===== src/rtl/phase_sequencer.sv =====
`default_nettype none
// ============================================================================
// Module   : phase_sequencer
// Brief    : Machine-cycle controller for a two-phase clocking scheme. Each
//            machine cycle is NUM_STEPS T-states; each T-state is one cycle
//            of phase A followed by one cycle of phase B. Supports free-run,
//            halt-at-cycle-end, single machine-cycle step and wait states.
//            Phase outputs are clock enables on i_base_clock, not clocks.
// Revision : 1.0 - initial release
// ============================================================================
module phase_sequencer #(
  parameter int NUM_STEPS   = 4,
  parameter int STEP_WIDTH  = 2,
  parameter int COUNT_WIDTH = 16
) (
  input  logic                   i_base_clock,
  input  logic                   i_reset,
  input  logic                   i_run,
  input  logic                   i_step,
  input  logic                   i_wait,
  input  logic                   i_halt_req,
  output logic                   o_phase_A,
  output logic                   o_phase_B,
  output logic [STEP_WIDTH-1:0]  o_step,
  output logic                   o_cycle_start,
  output logic                   o_running,
  output logic                   o_halted,
  output logic [COUNT_WIDTH-1:0] o_cycle_count
);

  // Index of the final T-state of a machine cycle.
  localparam logic [STEP_WIDTH-1:0]  c_last_step = STEP_WIDTH'(NUM_STEPS - 1);
  localparam logic [STEP_WIDTH-1:0]  c_step_zero = '0;
  localparam logic [STEP_WIDTH-1:0]  c_step_one  = STEP_WIDTH'(1);
  localparam logic [COUNT_WIDTH-1:0] c_count_one = COUNT_WIDTH'(1);

  typedef enum logic [1:0] {
    ST_HALTED = 2'd0,
    ST_PH_A   = 2'd1,
    ST_PH_B   = 2'd2,
    ST_WAIT   = 2'd3
  } state_t;

  state_t                  r_state;
  logic [STEP_WIDTH-1:0]   r_step;
  logic                    r_single;
  logic [COUNT_WIDTH-1:0]  r_count;

  state_t                  w_state_nxt;
  logic [STEP_WIDTH-1:0]   w_step_nxt;
  logic                    w_single_nxt;
  logic [COUNT_WIDTH-1:0]  w_count_nxt;
  logic                    w_last_step;

  assign w_last_step = (r_step == c_last_step);

  // State register; reset drops straight to HALTED even between edges.
  always_ff @(posedge i_base_clock or posedge i_reset) begin
    if (i_reset) begin
      r_state  <= ST_HALTED;
      r_step   <= c_step_zero;
      r_single <= 1'b0;
      r_count  <= '0;
    end else begin
      r_state  <= w_state_nxt;
      r_step   <= w_step_nxt;
      r_single <= w_single_nxt;
      r_count  <= w_count_nxt;
    end
  end

  // Next-state logic. i_run / i_halt_req only matter in HALTED and at the
  // machine-cycle end, so dropping i_run mid-cycle never truncates a cycle.
  always_comb begin
    w_state_nxt  = r_state;
    w_step_nxt   = r_step;
    w_single_nxt = r_single;
    w_count_nxt  = r_count;
    case (r_state)
      ST_HALTED: begin
        w_step_nxt = c_step_zero;
        if (i_run || i_step) begin
          w_state_nxt  = ST_PH_A;
          // Run takes priority over step when both are requested.
          w_single_nxt = ~i_run;
        end
      end
      ST_PH_A: begin
        w_state_nxt = ST_PH_B;
      end
      ST_PH_B, ST_WAIT: begin
        if (i_wait) begin
          w_state_nxt = ST_WAIT;
        end else if (!w_last_step) begin
          w_step_nxt  = r_step + c_step_one;
          w_state_nxt = ST_PH_A;
        end else begin
          // Machine-cycle end: count it, then continue or stop.
          w_count_nxt = r_count + c_count_one;
          w_step_nxt  = c_step_zero;
          if (i_run && !i_halt_req && !r_single) begin
            w_state_nxt = ST_PH_A;
          end else begin
            w_state_nxt  = ST_HALTED;
            w_single_nxt = 1'b0;
          end
        end
      end
      default: begin
        w_state_nxt  = ST_HALTED;
        w_step_nxt   = c_step_zero;
        w_single_nxt = 1'b0;
      end
    endcase
  end

  // Moore outputs decoded from the registered state.
  assign o_phase_A     = (r_state == ST_PH_A);
  assign o_phase_B     = (r_state == ST_PH_B);
  assign o_step        = r_step;
  assign o_cycle_start = (r_state == ST_PH_A) && (r_step == c_step_zero);
  assign o_running     = (r_state != ST_HALTED);
  assign o_halted      = (r_state == ST_HALTED);
  assign o_cycle_count = r_count;

endmodule
`default_nettype wire


===== config.mk =====
export PLATFORM = sky130hd
export DESIGN_NAME = phase_sequencer
export DESIGN_NICKNAME = d
export VERILOG_FILES = /design/src/rtl/phase_sequencer.sv
export SDC_FILE = /design/constraint.sdc
export NUM_CORES = 1
export LEC_CHECK = 0
export CORE_MARGIN = 2
export CORE_UTILIZATION = 40
export CTS_CLUSTER_DIAMETER = 50
export DETAILED_ROUTE_END_ITERATION = 8
export GPL_ROUTABILITY_DRIVEN = 0
export GPL_TIMING_DRIVEN = 0
export PLACE_DENSITY = 0.69
export RECOVER_POWER = 100
export SLEW_MARGIN = 20
export SYNTH_ARGS = -nofsm -noshare
export SYNTH_HDL_FRONTEND = slang
export SYNTH_SLANG_ARGS = --single-unit

===== constraint.sdc =====
create_clock -name i_base_clock -period 1.4 [get_ports i_base_clock]
set_input_delay 0.14 -clock i_base_clock [delete_from_list [all_inputs] [get_ports i_base_clock]]
set_output_delay 0.14 -clock i_base_clock [all_outputs]
set_load 0.05 [all_outputs]

==> impl_metrics.toml <==
[global_route]
antenna_found_initial = 0
grt_pass1_vias = 670
track_usage = 0.142
grt_max_degree = 22
grt_pass1_wl_um = 3010
grt_overflow = 0

[layout]
n_antenna_cell = 0
nFillCells = 220
multi_input_area_um2 = 495
fin_area_mm2 = 0.00141
finish.net_count = 134
final_cells = 154
syn_to_final_growth_pct = 38.2
final_layout_size_suffix_gt1_frac = 0.387
postLayoutCoreUtil = 0.575
regArea_um2 = 533

[worst_setup_path]
critPathMaxFanout = 6
path_class = "flip-flop to flip-flop"
cp_slowest_stage_delay_ns = 0.46
rr_startpoint = "o_step[0]"
reg2reg_depth = 6
crit_chain = "ha_4, and3b_2, and4_1, buf_6, nand3_2, xnor2_1"
reg2reg_slack_ns = -0.04
startpoint_type = "flip-flop"
cpMaxStageDelayCell = "dfrtp_2"
critical_path_arrival_ns = 1.67
required_ns = 1.63
crit_path_end_kind = "flip-flop"
r2r-end = "o_cycle_count[14]"

[timing]
relSlewSlack = 0.479
setup-violations-final = 7
rsz0062_at_grt = "true"
hold_violations = 0
min_period_over_period = 1.03
period_minus_slack_ns = 1.44
skew_ns = 0.00772
worstMarginPinSlew_ns = 0.780
setup_slack_ns = -0.0367
slew_violations = 0
fmax_ghz = 0.696

[synthesis]
synth_cell_type_count = 29
syn_avg_cell_area_um2 = 11.3
yosys_warnings = 0
synth_flop_cell = "dfrtp_1"
synth.area.top_cells = "dfrtp_1 (51%), xnor2_1 (11%), nand2_1 (4.0%)"
yosysSeqAreaShare = 0.515
synth_edf_count = 0
yosysTopAreaCell = "dfrtp_1"
netlist.area_leader.share = 0.515
syn_nets = 99
syn_area_mm2 = 0.00102
ys_async_sr_fraction = 1.00
netlist_instances = 90
synth-seq-cells = 21

[clocking]
clockRootBuffer = "clkbuf_4"
h-tree-depth = 1
cts_hold_buf = 0
clkTransAtPathRegs_ns = 0.12
clk-insertion-delay-late_ns = 0.30
clock_sinks = 21
clk_path_buf_depth = 2
cts_tree = "done"
cts_buffers = 3

[floorplan]
start_util = 0.416
fp.dieH_um = 54.5
die_area_mm2 = 0.00297
ios = 29
core_area_mm2 = 0.00245
fp-row-count = 18
die_x_um = 54.5

[routing]
wl_um = 1890
num_vias = 748
ant_nets = 0
drtIter0Drc = 1
dr.pass1.iters = 2
avgRoutedWirePerCell_um = 12.3
drc_errors = 0
avgViaCountPerCell = 4.86

[power]
power_leakage_nw = 0.636
powerDensity_mw_per_mm2 = 1550
vdd_ir_drop_max_v = 0.00135
total_power_w = 0.00219

[min_path]
hold_class = "primary input to async pin"

[placement]
placed_cell_area_mm2 = 0.00137
place_inst = 148
port-buffer-count = 28
hpwl_um = 1390

[outcome]
status = "finished with violations"
violations = "setup timing"

[run]
drv_cap = 0
[cells in the final DEF (no fill, tap or decap), types with 2 or more instances in the layout]
cell / Yosys / routed
buf_6: 1 / 3
dfrtp_1: 21 / 15
o41ai_1: 2 / 2
inv_1: 5 / 5
and4_1: 2 / 2
clkdlybuf4s15_2: 0 / 10
nand3_1: 2 / 2
clkdlybuf4s50_1: 0 / 4
nand3_2: 3 / 3
nand2_1: 11 / 10
ha_1: 3 / 2
xnor2_1: 13 / 13
clkbuf_2: 0 / 7
clkbuf_4: 0 / 3
nand4_1: 4 / 4
dfrtp_2: 0 / 6
buf_4: 1 / 4
nor2_1: 5 / 4
[cells by family (layout without fill, tap and decap cells)]
family | count (synthesis) | in the layout | synth area share
AOI/OAI and AO/OA | 6 | 6 | 0.0466
xor gates and xnor gates | 15 | 15 | 0.136
adders and majority gates | 3 | 3 | 0.0368
buffers and inverters | 8 | 42 | 0.0417
DFF | 21 | 21 | 0.515
muxes | 1 | 1 | 0.00980
and+or+nand+nor | 36 | 36 | 0.214
[routing by layer]
metal / wire length (um) / vias to the layer above / global-route usage
met3: 92 / 2 / 0.0246
met4: 12 / 0 / 0.0750
met1: 832 / 349 / 0.184
met5: 0 / - / 0
met2: 955 / 19 / 0.225
li1: - / 378 / -
[power breakdown]
part | switching (W) | internal [W] | total, W
Clock | 0.000184 | 0.000111 | 0.000295
Sequential | 0.000110 | 0.000707 | 0.000817
Combinational | 0.000688 | 0.000388 | 0.00108
[repair_timing]
item,CTS,global route
gates cloned,0,0
setup buffers,3,0
endpoints found under the hold margin,0,0
endpoints found under the setup margin,35,22
gates resized for setup,82,14
pin swaps,3,2
[how the worst max path moves through the flow]
stage	startpoint	to	cells past startpoint	slack, ns
finish	o_step[0]	o_cycle_count[14]	6	-0.04
global route	o_step[1]	o_cycle_count[14]	6	-0.12
CTS	r_state[1]	o_cycle_start	4	-0.03
detailed placement	r_state[0]	o_cycle_start	3	-0.39
global placement	r_state[0]	o_cycle_start	3	-0.36
floorplan	o_step[1]	o_cycle_count[10]	6	-0.25
[final cells by class]
cell class | count | share of cell area
Buffer | 2 | 0.0160
Multi-Input combinational cell | 61 | 0.351
Tap cell | 30 | 0.0266
Inverter | 5 | 0.0133
Sequential cell | 21 | 0.378
Clock buffer | 4 | 0.0186
Timing Repair Buffer | 31 | 0.197
[cell usage after synthesis (2+ instances only)]
cell type  count
nand4_1        4
nor2_1         5
and3_1         2
nand2_1       11
dfrtp_1       21
o41ai_1        2
xnor2_1       13
ha_1           3
nand3_2        3
and4_1         2
inv_1          5
nand3_1        2
[worst max-delay path, delay by kind of cell, from the launching register on]
kind	cells	cell delay, ns
buf+inv	1	0.14
fa+ha+maj	1	0.17
xor+xnor	1	0.12
simple gates	3	0.48
flops	1	0.46
[sequential cells by signal (all words and copies together), names as in the netlist]
register and cells:
o_cycle_count 16, o_step 2, r_state 2, r_single 1
[stage by stage]
| stage | hold slack [ns] | setup TNS [ns] | setup slack, ns |
|---|---|---|---|
| floorplan | 0.116 | -2.38 | -0.246 |
| global placement | 0.461 | -3.62 | -0.364 |
| detailed placement | 0.470 | -3.59 | -0.386 |
| CTS | 0.291 | -0.217 | -0.0347 |
| global route | 0.454 | -0.938 | -0.122 |
| finish | 0.400 | -0.173 | -0.0367 |
(Power assumes the default switching activity.)
